**src/rtl/axi_rr_arb_pkg.sv**
```systemverilog
// Shared definitions for the round-robin arbiter: state encoding and a
// ceiling-log2 helper used to validate the id width against the requester count.
package axi_rr_arb_pkg;

  typedef enum logic {
    ARB  = 1'b0,
    HOLD = 1'b1
  } state_t;

  function automatic int clog2(input int v);
    int r;
    r = 0;
    for (int i = 0; i < 32; i++) begin
      if ((1 << r) < v) r = r + 1;
    end
    return r;
  endfunction

endpackage

```
**src/rtl/axi_rr_pick.sv**
```systemverilog
// Combinational rotating-priority picker: first set bit of req at or after ptr,
// wrapping from N-1 back to 0.
module axi_rr_pick #(
  parameter int N  = 4,
  parameter int IW = 2
) (
  input  logic [N-1:0]  req,
  input  logic [IW-1:0] ptr,
  output logic [IW-1:0] gnt,
  output logic          any
);

  always_comb begin
    int idx;
    gnt = '0;
    any = 1'b0;
    idx = 0;
    for (int k = 0; k < N; k++) begin
      idx = int'(ptr) + k;
      if (idx >= N) idx = idx - N;
      if (!any && req[idx]) begin
        any = 1'b1;
        gnt = IW'(idx);
      end
    end
  end

endmodule

```
**src/rtl/axi_rr_arb.sv**
```systemverilog
// N-to-1 round-robin arbiter with a registered forward output stage.
// Define AXI_RR_ARB_LAST_EN to add m_last/s_last and hold the grant across a packet.
//
// state | meaning
// ARB   | grant free; rotating pick from ptr each cycle
// HOLD  | grant locked to gnt_q until that requester transfers (its last beat)
module axi_rr_arb
  import axi_rr_arb_pkg::*;
#(
  parameter int DW = 64,
  parameter int N  = 4,
  parameter int IW = 2
) (
  input  logic          clk,
  input  logic          rst_n,
  input  logic [N*DW-1:0] m_data,
  input  logic [N-1:0]  m_valid,
  output logic [N-1:0]  m_ready,
`ifdef AXI_RR_ARB_LAST_EN
  input  logic [N-1:0]  m_last,
  output logic          s_last,
`endif
  output logic [DW-1:0] s_data,
  output logic          s_valid,
  output logic [IW-1:0] s_id,
  input  logic          s_ready
);

  if (clog2(N) > IW) begin : g_iw_check
    $error("axi_rr_arb: IW too small for N");
  end

  state_t        state;
  logic [IW-1:0] ptr;
  logic [IW-1:0] gnt_q;
  logic [IW-1:0] gnt;
  logic [IW-1:0] g;
  logic [IW-1:0] ptr_inc;
  logic [DW-1:0] g_data;
  logic [N-1:0]  last_sh;
  logic          any;
  logic          acc;
  logic          xfer;
  logic          last_g;

  axi_rr_pick #(.N(N), .IW(IW)) u_pick (
    .req (m_valid),
    .ptr (ptr),
    .gnt (gnt),
    .any (any)
  );

  always_comb begin
    acc     = ~s_valid | s_ready;
    g       = (state == HOLD) ? gnt_q : gnt;
    m_ready = '0;
    // m_ready is gated by rst_n so it drops the instant reset asserts
    if (rst_n) begin
      if (state == HOLD) m_ready = {{(N-1){1'b0}}, acc} << gnt_q;
      else if (any && acc) m_ready = {{(N-1){1'b0}}, 1'b1} << gnt;
    end
    xfer    = |(m_valid & m_ready);
    ptr_inc = (g == IW'(N-1)) ? '0 : g + 1'b1;
    g_data  = '0;
    for (int i = 0; i < N; i++) begin
      if (g == IW'(i)) g_data = m_data[i*DW +: DW];
    end
`ifdef AXI_RR_ARB_LAST_EN
    last_sh = m_last >> g;
`else
    last_sh = '1;
`endif
    last_g  = last_sh[0];
  end

  always_ff @(posedge clk or negedge rst_n) begin
    if (!rst_n) begin
      state   <= ARB;
      ptr     <= '0;
      gnt_q   <= '0;
      s_data  <= '0;
      s_valid <= 1'b0;
      s_id    <= '0;
`ifdef AXI_RR_ARB_LAST_EN
      s_last  <= 1'b0;
`endif
    end else begin
      if (xfer) begin
        s_data  <= g_data;
        s_id    <= g;
        s_valid <= 1'b1;
`ifdef AXI_RR_ARB_LAST_EN
        s_last  <= last_g;
`endif
        if (last_g) begin
          state <= ARB;
          ptr   <= ptr_inc;
        end else begin
          // mid-packet: keep the grant and leave ptr where it is
          state <= HOLD;
          gnt_q <= g;
        end
      end else begin
        if (s_ready) s_valid <= 1'b0;
        if (state == ARB && any && !acc) begin
          state <= HOLD;
          gnt_q <= gnt;
        end
      end
    end
  end

endmodule

```
**config.mk**
```make
export PLATFORM = sky130hd
export DESIGN_NAME = axi_rr_arb
export DESIGN_NICKNAME = d
export VERILOG_FILES = /design/src/rtl/axi_rr_arb_pkg.sv /design/src/rtl/axi_rr_pick.sv /design/src/rtl/axi_rr_arb.sv
export SDC_FILE = /design/constraint.sdc
export NUM_CORES = 1
export LEC_CHECK = 0
export ABC_AREA = 1
export CAP_MARGIN = 10
export CORE_AREA = 2 2 128 130
export CTS_CLUSTER_DIAMETER = 150
export DETAILED_ROUTE_END_ITERATION = 16
export DIE_AREA = 0 0 130 132
export DONT_BUFFER_PORTS = 1
export HOLD_SLACK_MARGIN = 0.06
export MAX_ROUTING_LAYER = met4
export PLACE_DENSITY = 0.47
export SLEW_MARGIN = 5
export SYNTH_ARGS = -nofsm -noshare
export SYNTH_HDL_FRONTEND = slang
export SYNTH_SLANG_ARGS = --single-unit
export TNS_END_PERCENT = 5
```
**constraint.sdc**
```tcl
create_clock -name clk -period 6.5 [get_ports clk]
set_input_delay 1.3 -clock clk [delete_from_list [all_inputs] [get_ports clk]]
set_output_delay 1.3 -clock clk [all_outputs]
set_load 0.1 [all_outputs]
```
==> metrics.txt, run 1 <==
outcome completed; WHS approximately 500 ps; Crit. End Element primary output; Yosys reg bits between 70 and 80; Area Growth Syn to Fin 5.59%; Final Skew ~6.4 ps; min cycle time layout approximately 4400 ps; post-synthesis cell area 5330 sq um; H-Tree Depth 3; Initial Utilization about 34%; Die Width approximately 130 um; layout cell share with drive strength beyond 1 approximately 5.5%; Main synth FF type dfrtp_1; Clock transition at path regs 60 ps; number of remaining DRC errors 0; grt total ovfl 0; CTS Hold Bufs 0; CP Cell Sequence inv_1 -> nand2_1 -> nand3_1 -> nand2_2 -> inv_2 -> nand2_1 -> nand2_1 -> nand2_2 -> inv_1 -> nand3_1 -> a21boi_2; HP Class register to register; Initial DRT Pass Iterations 5; Seq/Total Area, Yosys about a third; first-pass GRT wire length about 30000 um; Placeable Area about 16000 sq um; Buf/Inv on CP 3; number of synthesized flops with an enable pin 0; Crit Path Max Fanout 4; Max-slew headroom just over 20%; setup TNS 0 ps; largest net degree at the start of global routing roughly 130; YS warnings 0; slowest stage delay, CP ~940 ps; CP arrival between 3000 and 4000 ps; DP HPWL ~14000 um; GRT Total Usage a little under a quarter; chip height 132 um; WL/cell between 15 and 20 um; Post-CTS Setup Bufs 0; Cells after Synth approximately 850; vias ~5.6k; max_cap viols 0; fin util ~36%; actual slew at the worst max-slew pin ~1200 ps; Area after DPL roughly 5400 sq um; syn_nets 1121; final hold vios 0; final WL a little under 20000 um; gp weighted congestion between 0.9 and 1; maximum clock rate approximately 230 MHz; root buffer cell clkbuf_16; Die Area between 15000 and 20000 sq um; Worst-Skew Late Latency about 330 ps; initial antenna violation count 1; Data required, critical path 5200 ps; I/O Buffers 0; Resized Gates After CTS 0; Most Frequent Cell on Critical Path nand2_1; row cnt between 40 and 50; Crit Path Class primary input to primary output; Syn Area/Cell a little over 6 sq um; Max Root-Sink Buffers 2; Post-DRT Antenna Nets 0; nets@finish 1070; Final setup viols 0; CP max-delay cell a21boi_2; vias in the first global route between 5k and 6k; Startpoint Class primary input; post-DR vias/cell 5.51; CTS buffer count 9; initial detailed-routing violation count 382; I/O pins roughly 330; CTS tree built; Final Cycle Share 67.2%; fin area approximately 5600 sq um; Clock Sinks between 70 and 80; number of fill cells in the layout between 1.5k and 2k; CP top delay family compound AO/OA/AOI/OAI gates; Final Max Slew Viols 0; Unique masters post-synth 22; RSZ-0062 raised after global routing no; Synth async-reset ratio 100%
-- area by class of cell --
cell class | count | area, sq um | share of cell area [%]
antenna | 1 | 2.50 | 0.0445
multi-input combinational | 690 | 3150 | 56.0
clock inverter | 1 | 5.00 | 0.0890
clock buffer | 12 | 256 | 4.56
inverter | 23 | 86.3 | 1.53
timing repair buffer | 7 | 52.6 | 0.934
sequential | 72 | 1800 | 32.0
tap | 216 | 270 | 4.80
-- cell usage after synthesis, types with 3 or more instances --
library cell  number  area [sq um]
buf_6              6          67.6
nor2_1            14          52.6
buf_4              4          30.0
inv_1             16          60.1
inv_2              5          18.8
buf_1              6          22.5
nand3_1           79           395
o21ai_1           13          65.1
a21oi_1           67           335
nand2_2            7          43.8
ha_1               4          50.1
o21ai_0          184           921
dfrtp_1           72          1800
clkbuf_1          49           184
nand2_1          316          1190
buf_2              3          15.0
-- worst register-to-register path: cells and delay by family (launching register included) --
family	cells	cell delay, ps
buf+inv	4	850
simple gates	9	740
fa+ha+maj	1	700
flops	1	560
compound gates	4	1100
-- through the flow --
stage	setup slack, ps	instances
after floorplan	1040	854
after global placement	1920	1008
after detailed placement	1810	1008
after CTS	2120	1021
after global routing	1780	1022
final	2130	1022
-- cells in the final DEF, fill, tap and decap left out, drive strengths merged --
cell / netlist / layout
o21ai: 197 / 197
nor2: 16 / 16
buf: 19 / 7
a21oi: 67 / 67
a21boi: 2 / 2
dfrtp: 72 / 72
nand2: 323 / 323
ha: 4 / 4
clkbuf: 50 / 12
inv: 21 / 22
clkinv: 2 / 2
diode: 0 / 1
nand3: 81 / 81
-- final timing paths --
check / startpoint / end / slack [ps] / cells past startpoint
worst min register to register: gnt_q[1] / gnt_q[1] / 500 / 2
worst max-delay path: m_valid[1] / m_ready[3] / 2130 / 11
worst max register to register: ptr[0] / s_data[60] / 2460 / 18
min in group asynchronous: rst_n / s_data[41] / 660 / 0
max in group asynchronous: rst_n / s_data[5] / 5710 / 0
worst min-delay path: gnt_q[1] / gnt_q[1] / 500 / 2
-- sequential cells by signal (all words and copies together) (netlist names) --
name / flops
s_data: 64
ptr: 2
s_id: 2
gnt_q: 2
state: 1
s_valid: 1
-- kinds of logic (layout without fill, tap and decap cells) --
logic type	count (synthesis)	in the layout	synth area share [%]
AOI/OAI and AO/OA	266	266	25.1
adders and majority gates	4	4	0.939
buffers and inverters	92	43	7.70
DFF	72	72	33.8
other	0	1	0
and+or+nand+nor	420	420	32.5
-- routing by layer --
layer | GRT usage [%] | wire (um) | vias up
met2 | 36.4 | 9280 | 270
met5 | - | 0 | -
met1 | 27.9 | 8060 | 2598
met3 | 5.60 | 1580 | 28
met4 | 9.38 | 473 | 0
li1 | - | - | 2735
Power of run 1 is left out: the tool's default activity adds up to more than one toggle a clock period on the data nets, which glitch-free logic cannot reach.
==> inputs of run 2 (changes only) <==
Settings changed: PLACE_DENSITY 0.47 to 0.48.
Clock period 6.5 ns to 3.7 ns, I/O delays scaled along.
==> metrics.txt, run 2 (same netlist as run 1, synthesis figures left out) <==
actual slew at the worst max-slew pin 993 ps; largest net degree at the start of global routing 77; GRT Total Usage ~23%; Data required, critical path 3970 ps; Max-slew headroom 33.8%; vias roughly 5.8k; multi-input logic area 3150 sq um; HP Class primary input to async pin; max reg flops between 60 and 70; Sequential Area roughly 1800 sq um; Area Growth Syn to Fin 8.97%; initial detailed-routing violation count between 300 and 400; final hold vios 0; RSZ-0062 raised after global routing no; chip height around 130 um; nets@finish approximately 1.1k; H-Tree Depth 3; maximum clock rate just over 300 MHz; Crit Path Class register to register; Clock transition at path regs 60 ps; Final Cycle Share roughly 87%; CTS tree built; I/O pins roughly 330; outcome completed; Initial DRT Pass Iterations 7; fin area a little under 6000 sq um; Die Area roughly 17000 sq um; min cycle time layout roughly 3200 ps; Area after DPL 5490 sq um; most frequent cells in the layout nand2_1 (316), o21ai_0 (184), nand3_1 (79), dfrtp_1 (71), a21oi_1 (64); number of fill cells in the layout roughly 1.7k; Worst-Skew Late Latency about 340 ps; Final Max Slew Viols 0; FF-to-FF path depth 21; Die Width 130 um; DP HPWL 13900 um; CTS buffer count 9; Initial Utilization 33.9%; Startpoint Class register; gp weighted congestion between 0.9 and 1; WL/cell slightly below 20 um; CP arrival ~3500 ps; number of remaining DRC errors 0; Final Skew around 4.3 ps; vias in the first global route 5494; root buffer cell clkbuf_16; max_cap viols 0; Final setup viols 0; post-DR vias/cell about 5.6; Most flops, register s_data; Post-DRT Antenna Nets 0; first-pass GRT wire length about 30000 um; row cnt 46; Crit Path Max Fanout 41; most common cell after layout, fill and taps aside nand2_1; Crit. End Element register; Clock Sinks approximately 70; Placeable Area approximately 16000 sq um; final WL approximately 20000 um; Max Root-Sink Buffers 2; I/O Buffers 0; grt total ovfl 0; layout cell share with drive strength beyond 1 roughly 7.1%; CTS Hold Bufs 0; initial antenna violation count 1
## run 2: changes by cell type in the layout (fill, tap and decap cells not counted), moves of 2 or more
cell,previous run,this run
inv_4,0,2
clkbuf_1,1,3
clkbuf_8,2,0
buf_12,0,4
clkinv_2,1,3
inv_2,6,4
buf_4,7,13
## run 2: worst max-delay path: stages (launching register included)
cell and delay, ps:
dfrtp_2 490, inv_2 170, nand2_1 90, nand3_1 100, nand2_2 100, inv_2 80, nand2_1 50, nand2_1 70
nand2_2 60, inv_1 80, nand2_1 70, nor2_1 120, a21oi_2 80, inv_1 150, ha_2 240, buf_4 400
a21oi_1 130, nand2_1 80, o21ai_0 90, o21ai_0 240, o21ai_0 130, nand2_1 100
## run 2: layer usage
layer	part of all wire [%]	track usage, %	up-vias
met3	8.1	5.80	30
met2	48	36.6	285
met4	2.5	9.14	0
met5	0	-	-
met1	41	27.7	2683
li1	-	-	2756
## run 2: final timing paths
path	start	endpoint	slack, ps
max	ptr[0]	s_data[29]	480
min	rst_n	s_data[44]	100
max reg2reg	ptr[0]	s_data[29]	480
min reg2reg	gnt_q[1]	gnt_q[1]	490
max in group asynchronous	rst_n	s_data[4]	3470
min in group clk	gnt_q[1]	gnt_q[1]	490
## run 2: timing repair
item,4_1_cts,5_1_grt
setup buffers,0,0
gates resized for setup,0,5
setup endpoints to repair,0,63
hold endpoints to repair,0,0
## run 2: stage by stage
step                setup slack [ps]  hold WS (ps)  utilization, %  setup TNS (ps)  std cells
floorplan                       -628           444               -            -628        854
global placement                 121           446            34.9               0       1018
detailed placement              81.5           446            34.9               0       1018
CTS                             48.0          75.9            36.7               0       1034
global route                    65.9          75.8            36.9               0       1036
finish                           484          96.7            36.9               0       1036
## run 2: area by class of cell
cell class,count,share of cell area (%)
multi-input combinational,690,54.3
sequential,72,31.1
tap,216,4.66
clock buffer,12,4.07
timing repair buffer,18,3.49
inverter,23,1.57
clock inverter,4,0.776
antenna,1,0.0431
Power of run 2 is left out for the same reason.
